### src/rtl/adc_init_pkg.sv
// rtl/adc_init_pkg.sv - state encoding and register-write table for the ADC init sequencer
package adc_init_pkg;

    typedef enum logic [2:0] {
        ST_IDLE,
        ST_LOAD,
        ST_CS_SETUP,
        ST_SHIFT,
        ST_CS_HOLD,
        ST_GAP,
        ST_DONE
    } seq_state_e;

    localparam int FRAME_W = 24;
    localparam int TBL_LEN = 4;
    localparam int TBL_AW  = 2;

    // {instruction[15:0], data[7:0]}: soft reset, twos-complement out, test pattern off, transfer
    localparam logic [TBL_LEN-1:0][FRAME_W-1:0] ADC_CMD_TBL = {
        24'h00FF01,
        24'h000D00,
        24'h001401,
        24'h00003C
    };

endpackage

### src/rtl/adc_init_seq_rom.sv
// rtl/adc_init_seq_rom.sv - registered command-table lookup, one cycle of latency
module adc_cmd_rom
    import adc_init_pkg::*;
#(
    parameter int NUM_CMDS = 4,
    parameter int IDX_W    = 3
) (
    input  logic               clk_i,
    input  logic               rst_ni,
    input  logic [IDX_W-1:0]   idx_i,
    output logic [FRAME_W-1:0] word_o
);

    logic [FRAME_W-1:0] word_d;
    logic [FRAME_W-1:0] word_q;

    // Indices past the played range (including the terminal NUM_CMDS value) read as zero
    always_comb begin
        word_d = '0;
        for (int i = 0; i < TBL_LEN; i++) begin
            if (i < NUM_CMDS && idx_i == IDX_W'(i)) begin
                word_d = ADC_CMD_TBL[TBL_AW'(i)];
            end
        end
    end

    always_ff @(posedge clk_i or negedge rst_ni) begin
        if (!rst_ni) begin
            word_q <= '0;
        end else begin
            word_q <= word_d;
        end
    end

    assign word_o = word_q;

endmodule

### src/rtl/adc_init_seq.sv
// rtl/adc_init_seq.sv - plays the ADC register-write table over a broadcast 3-wire port on init request
module adc_init_seq
    import adc_init_pkg::*;
#(
    parameter int NUM_CMDS = 4,
    parameter int NUM_ADC  = 6,
    parameter int CLK_DIV  = 4,
    parameter int GAP_CYC  = 8
) (
    input  logic                      CLK,
    input  logic                      EOS,
    input  logic                      ADC_INIT,
    input  logic                      ADC_RST,
    output logic                      INIT_DONE,
    output logic                      BUSY,
    output logic [$clog2(NUM_CMDS):0] CMD_IDX,
    output logic                      ADC_SCLK,
    output logic                      ADC_SDATA,
    output logic [NUM_ADC-1:0]        ADC_CSB
);

    localparam int IDX_W = $clog2(NUM_CMDS) + 1;
    localparam int HC_W  = (CLK_DIV > 1) ? $clog2(CLK_DIV) : 1;
    localparam int GC_W  = (GAP_CYC > 1) ? $clog2(GAP_CYC) : 1;

    localparam logic [HC_W-1:0]  HC_LAST  = HC_W'(CLK_DIV - 1);
    localparam logic [GC_W-1:0]  GC_LAST  = GC_W'(GAP_CYC - 1);
    localparam logic [4:0]       BIT_LAST = 5'(FRAME_W - 1);
    localparam logic [IDX_W-1:0] IDX_END  = IDX_W'(NUM_CMDS);

    seq_state_e         state_q, state_d;
    logic               init_q;
    logic               armed_q;
    logic [IDX_W-1:0]   cmd_idx_q, cmd_idx_d;
    logic [FRAME_W-1:0] shift_q, shift_d;
    logic               sclk_q, sclk_d;
    logic [HC_W-1:0]    hcnt_q, hcnt_d;
    logic [GC_W-1:0]    gcnt_q, gcnt_d;
    logic [4:0]         bit_q, bit_d;
    logic [FRAME_W-1:0] rom_word;
    logic [IDX_W-1:0]   idx_inc;
    logic               start;
    logic               abort;
    logic               in_frame;

    // Addressed with the next index so the word is ready during the single LOAD cycle
    adc_cmd_rom #(
        .NUM_CMDS (NUM_CMDS),
        .IDX_W    (IDX_W)
    ) u_rom (
        .clk_i  (CLK),
        .rst_ni (EOS),
        .idx_i  (cmd_idx_d),
        .word_o (rom_word)
    );

    // armed_q blocks a start from an ADC_INIT level that was already high out of reset
    assign start    = ADC_INIT && !init_q && armed_q && !ADC_RST;
    assign abort    = ADC_RST || !ADC_INIT;
    assign idx_inc  = cmd_idx_q + 1'b1;
    assign in_frame = (state_q != ST_IDLE) && (state_q != ST_DONE);

    always_comb begin
        state_d   = state_q;
        cmd_idx_d = cmd_idx_q;
        shift_d   = shift_q;
        sclk_d    = sclk_q;
        hcnt_d    = hcnt_q;
        gcnt_d    = gcnt_q;
        bit_d     = bit_q;

        case (state_q)
            ST_IDLE: begin
                cmd_idx_d = '0;
                if (start) begin
                    state_d = ST_LOAD;
                end
            end
            ST_LOAD: begin
                shift_d = rom_word;
                bit_d   = '0;
                hcnt_d  = '0;
                state_d = ST_CS_SETUP;
            end
            ST_CS_SETUP: begin
                if (hcnt_q == HC_LAST) begin
                    hcnt_d  = '0;
                    sclk_d  = 1'b1;
                    state_d = ST_SHIFT;
                end else begin
                    hcnt_d = hcnt_q + 1'b1;
                end
            end
            ST_SHIFT: begin
                if (hcnt_q == HC_LAST) begin
                    hcnt_d = '0;
                    if (sclk_q) begin
                        // Data moves on the falling edge so it is settled at the ADC's rising sample
                        sclk_d  = 1'b0;
                        shift_d = {shift_q[FRAME_W-2:0], 1'b0};
                    end else if (bit_q == BIT_LAST) begin
                        state_d = ST_CS_HOLD;
                    end else begin
                        bit_d  = bit_q + 1'b1;
                        sclk_d = 1'b1;
                    end
                end else begin
                    hcnt_d = hcnt_q + 1'b1;
                end
            end
            ST_CS_HOLD: begin
                if (hcnt_q == HC_LAST) begin
                    hcnt_d  = '0;
                    gcnt_d  = '0;
                    state_d = ST_GAP;
                end else begin
                    hcnt_d = hcnt_q + 1'b1;
                end
            end
            ST_GAP: begin
                if (gcnt_q == GC_LAST) begin
                    gcnt_d    = '0;
                    cmd_idx_d = idx_inc;
                    state_d   = (idx_inc == IDX_END) ? ST_DONE : ST_LOAD;
                end else begin
                    gcnt_d = gcnt_q + 1'b1;
                end
            end
            ST_DONE: begin
                if (abort) begin
                    cmd_idx_d = '0;
                    state_d   = ST_IDLE;
                end
            end
            default: begin
                state_d = ST_IDLE;
            end
        endcase

        // Abort drops the frame immediately; the port returns to idle levels on the next edge
        if (in_frame && abort) begin
            state_d   = ST_IDLE;
            cmd_idx_d = '0;
            shift_d   = '0;
            sclk_d    = 1'b0;
            hcnt_d    = '0;
            gcnt_d    = '0;
            bit_d     = '0;
        end
    end

    always_ff @(posedge CLK or negedge EOS) begin
        if (!EOS) begin
            state_q   <= ST_IDLE;
            init_q    <= 1'b0;
            armed_q   <= 1'b0;
            cmd_idx_q <= '0;
            shift_q   <= '0;
            sclk_q    <= 1'b0;
            hcnt_q    <= '0;
            gcnt_q    <= '0;
            bit_q     <= '0;
        end else begin
            state_q   <= state_d;
            init_q    <= ADC_INIT;
            armed_q   <= armed_q || !ADC_INIT;
            cmd_idx_q <= cmd_idx_d;
            shift_q   <= shift_d;
            sclk_q    <= sclk_d;
            hcnt_q    <= hcnt_d;
            gcnt_q    <= gcnt_d;
            bit_q     <= bit_d;
        end
    end

    assign INIT_DONE = (state_q == ST_DONE);
    assign BUSY      = in_frame;
    assign CMD_IDX   = cmd_idx_q;
    assign ADC_SCLK  = sclk_q;
    assign ADC_SDATA = shift_q[FRAME_W-1];
    assign ADC_CSB   = ((state_q == ST_CS_SETUP) || (state_q == ST_SHIFT) || (state_q == ST_CS_HOLD))
                       ? '0 : '1;

endmodule

### config.mk
export PLATFORM = sky130hd
export DESIGN_NAME = adc_init_seq
export DESIGN_NICKNAME = d
export VERILOG_FILES = /design/src/rtl/adc_init_pkg.sv /design/src/rtl/adc_init_seq_rom.sv /design/src/rtl/adc_init_seq.sv
export SDC_FILE = /design/constraint.sdc
export NUM_CORES = 1
export LEC_CHECK = 0
export BUFFER_PORTS_ARGS = -buffer_cell sky130_fd_sc_hd__buf_2
export CORE_MARGIN = 8
export CORE_UTILIZATION = 51
export DETAILED_ROUTE_END_ITERATION = 16
export PLACE_DENSITY = 0.69
export SYNTH_ARGS = -nofsm -noshare
export SYNTH_HDL_FRONTEND = slang
export SYNTH_SLANG_ARGS = --single-unit
### constraint.sdc
create_clock -name CLK -period 4.2 [get_ports CLK]
set_input_delay 0.21 -clock CLK [delete_from_list [all_inputs] [get_ports CLK]]
set_output_delay 0.21 -clock CLK [all_outputs]
set_load 0.01 [all_outputs]
==> flow_summary.ini <==
[status]
outcome = complete, no violations

[logic_synthesis]
ys_types = 56
synth_area_per_cell_sq_um = 11.5
syn-instance-count = 208
ys.flop_type = dfrtp_1
ys_warn_count = 0
syn_area_sq_um = 2400
synth_edf_count = 0
ys_ff_latch = 45
syn_nets = 218
async_flop_share_pct = 100
ys_seq_area_share_pct = 47.0

[setup_path]
r2r_setup_slack_ns = 1.95
crit_path_end_kind = output pin
critPathMaxStageDelay_ns = 0.79
worstPathCellList = and2b_1 -> a21oi_1 -> buf_2
r2r-end = shift_q[3]
worstSetupPathType = register to output pin
cp_slowest_cell = dfrtp_1
startpoint_type = register
worstRegToRegCells = 4
cp_max_fo = 24
r2r_start = state_q[2]
crit_arrival_ns = 2.12
worstPathRequired_ns = 3.99

[cells_and_area]
nNetsFinal = 221
drive_above_1_share_pct = 22.2
final_area_sq_um = 2530
area_growth_pct = 5.80
antenna_cells = 0

[power_and_ir_drop]
switching_power_w = 0.000443
powerDensity_nw_per_um2 = 520
switching_share_pct = 33.6
power_frac_clock_pct = 29.9
p_leak_nw = 1.16
p_comb_share_pct = 29.8
power_frac_seq_pct = 40.3
power.total_w = 0.00132
vdd_ir_drop_max_mv = 0.431
p_int_w = 0.000875

[die]
core_sq_um = 4630
dieArea_sq_um = 7150
die_width_um = 84.5
start_util_pct = 51.8
die-height_um = 84.5
ios = 17
std_cell_rows = 25

[sta]
tns_ns = 0
fin_crit_ns = 2.33
hold_violations = 0
slew_headroom_pct = 34.8
worst-slew-pin-transition_ns = 0.978
setup_viol = 0
fin_crit_sh_pct = 55.5
grt_setup_unrepaired = false
fin_skew_ns = 0.0104
slew_viol_final = 0
max_freq_mhz = 429

[placed_design]
dp_hpwl_um = 2920
postPlaceCellArea_sq_um = 2400
numPortBuffers = 16
place_congestion = 0.810

[clock_tree]
ctsResizeCount = 0
cts_tree = done
cts_hold_buf = 0
max-clock-path-buffers = 2
worst_skew_pair.late_latency_ns = 0.31
clk_pin_slew_worst_paths_ns = 0.09
ctsRootBufferMaster = clkbuf_8
h-tree-depth = 2
cts.sinks = 45
cts_buffers = 5
postCtsSetupBuffers = 0

[grt]
grt_pass1_wl_um = 7360
grt-ovfl-total = 0
grt_pass1_vias = 1575
grt_max_degree = 46
grt_antenna_before_repair = 0
track_usage_pct = 12.9

[routing]
drt_first_iter_violations = 99
firstDrtPassIters = 4
viasPerCell = 5.99
drc = 0
route.vias.total = 1594
drtAntennaViolNets = 0
wl_um = 4330
wl_per_cell_um = 16.3

[flow_run]
drv_cap = 0

[min_path]
min_path_type = input pin to async pin
placed cells by master, fill, tap and decap left out, types with 5 or more instances in the layout:
| cell | synthesis | final |
|---|---|---|
| nor2_1 | 15 | 15 |
| clkbuf_8 | 0 | 5 |
| nand2_1 | 5 | 5 |
| o21ai_0 | 6 | 6 |
| dfrtp_1 | 45 | 45 |
| buf_2 | 8 | 16 |
| a21oi_1 | 5 | 5 |
| nand3_1 | 5 | 5 |
| a32o_1 | 6 | 6 |
| a22o_1 | 21 | 21 |
| ha_1 | 6 | 6 |
| mux2_2 | 8 | 8 |
| inv_1 | 7 | 7 |
critical path, delay by kind of cell, from the launching register on:
family | cells | cell delay (ns)
flip-flops | 1 | 0.79
AO/OA/AOI/OAI | 1 | 0.45
AND/OR/NAND/NOR | 1 | 0.34
buffers and inverters | 1 | 0.23
cells in the mapped netlist (all sizes together) (3+ instances only):
library cell,instances,area (sq um)
buf,19,141
nand2,5,18.8
nand2b,3,18.8
a22o,21,184
nand4b,3,26.3
nor2,15,56.3
mux2,8,90.1
and2b,3,23.8
dfrtp,45,1130
o21ai,10,57.6
a21oi,6,33.8
nor2b,4,32.5
a32o,6,60.1
nand3,6,35.0
a32oi,3,26.3
inv,7,26.3
ha,6,75.1
logic make-up (layout without fill, tap and decap cells):
family | after synthesis | count (layout) | synth area share (%)
flops | 45 | 45 | 47.0
buf+inv | 27 | 31 | 7.21
simple gates | 53 | 53 | 14.2
compound gates | 64 | 64 | 22.7
xor+xnor | 2 | 2 | 0.731
fa+ha+maj | 7 | 7 | 3.55
mux | 10 | 10 | 4.60
state kept, by name (all words and copies together) (netlist names):
register	flops
bit_q	5
u_rom.word_o	2
CMD_IDX	3
ADC_SCLK	1
init_q	1
armed_q	1
state_q	3
shift_q	24
gcnt_q	3
hcnt_q	2
power by group through the flow:
stage,sequential (W),combinational (W),clock [W]
after global placement,0.000539,0.000392,0
after detailed placement,0.000539,0.000394,0
after CTS,0.000530,0.000395,0.000405
after floorplan,0.000494,0.000400,0
after global routing,0.000540,0.000433,0.000423
final,0.000531,0.000392,0.000394
worst max path at each step:
stage	slack (ns)	endpoint	from
floorplan	2.46	bit_q[2]	bit_q[0]
global placement	2.01	shift_q[0]	state_q[0]
detailed placement	1.99	shift_q[3]	state_q[2]
CTS	1.86	ADC_CSB[2]	state_q[0]
global route	1.73	ADC_CSB[2]	state_q[0]
finish	1.87	ADC_CSB[2]	state_q[0]
metrics by stage:
step	hold slack, ns	utilization (%)	std cells	setup slack, ns
CTS	0.0780	54.8	266	1.86
global placement	0.414	51.8	258	2.01
detailed placement	0.416	51.8	258	1.99
finish	0.0586	54.8	266	1.87
floorplan	-0.0856	-	208	2.46
global route	0.0848	54.8	266	1.73
layout make-up:
type | count | area, sq um
clock buffers | 5 | 68.8
clock inverters | 3 | 68.8
fillers | 407 | 2090
inverters | 7 | 26.3
multi-input cells | 136 | 1100
flip-flops and latches | 45 | 1130
well taps | 54 | 67.6
repair buffers | 16 | 80.1
metal layers:
| metal | vias up | global-route usage [%] | part of all wire (%) |
|---|---|---|---|
| met3 | 8 | 2.63 | 3.7 |
| met1 | 776 | 15.7 | 48 |
| li1 | 782 | - | - |
| met5 | - | 0 | 0 |
| met4 | 0 | 7.28 | 2.3 |
| met2 | 28 | 20.6 | 46 |
No activity file was read; power rests on OpenSTA's default activity.
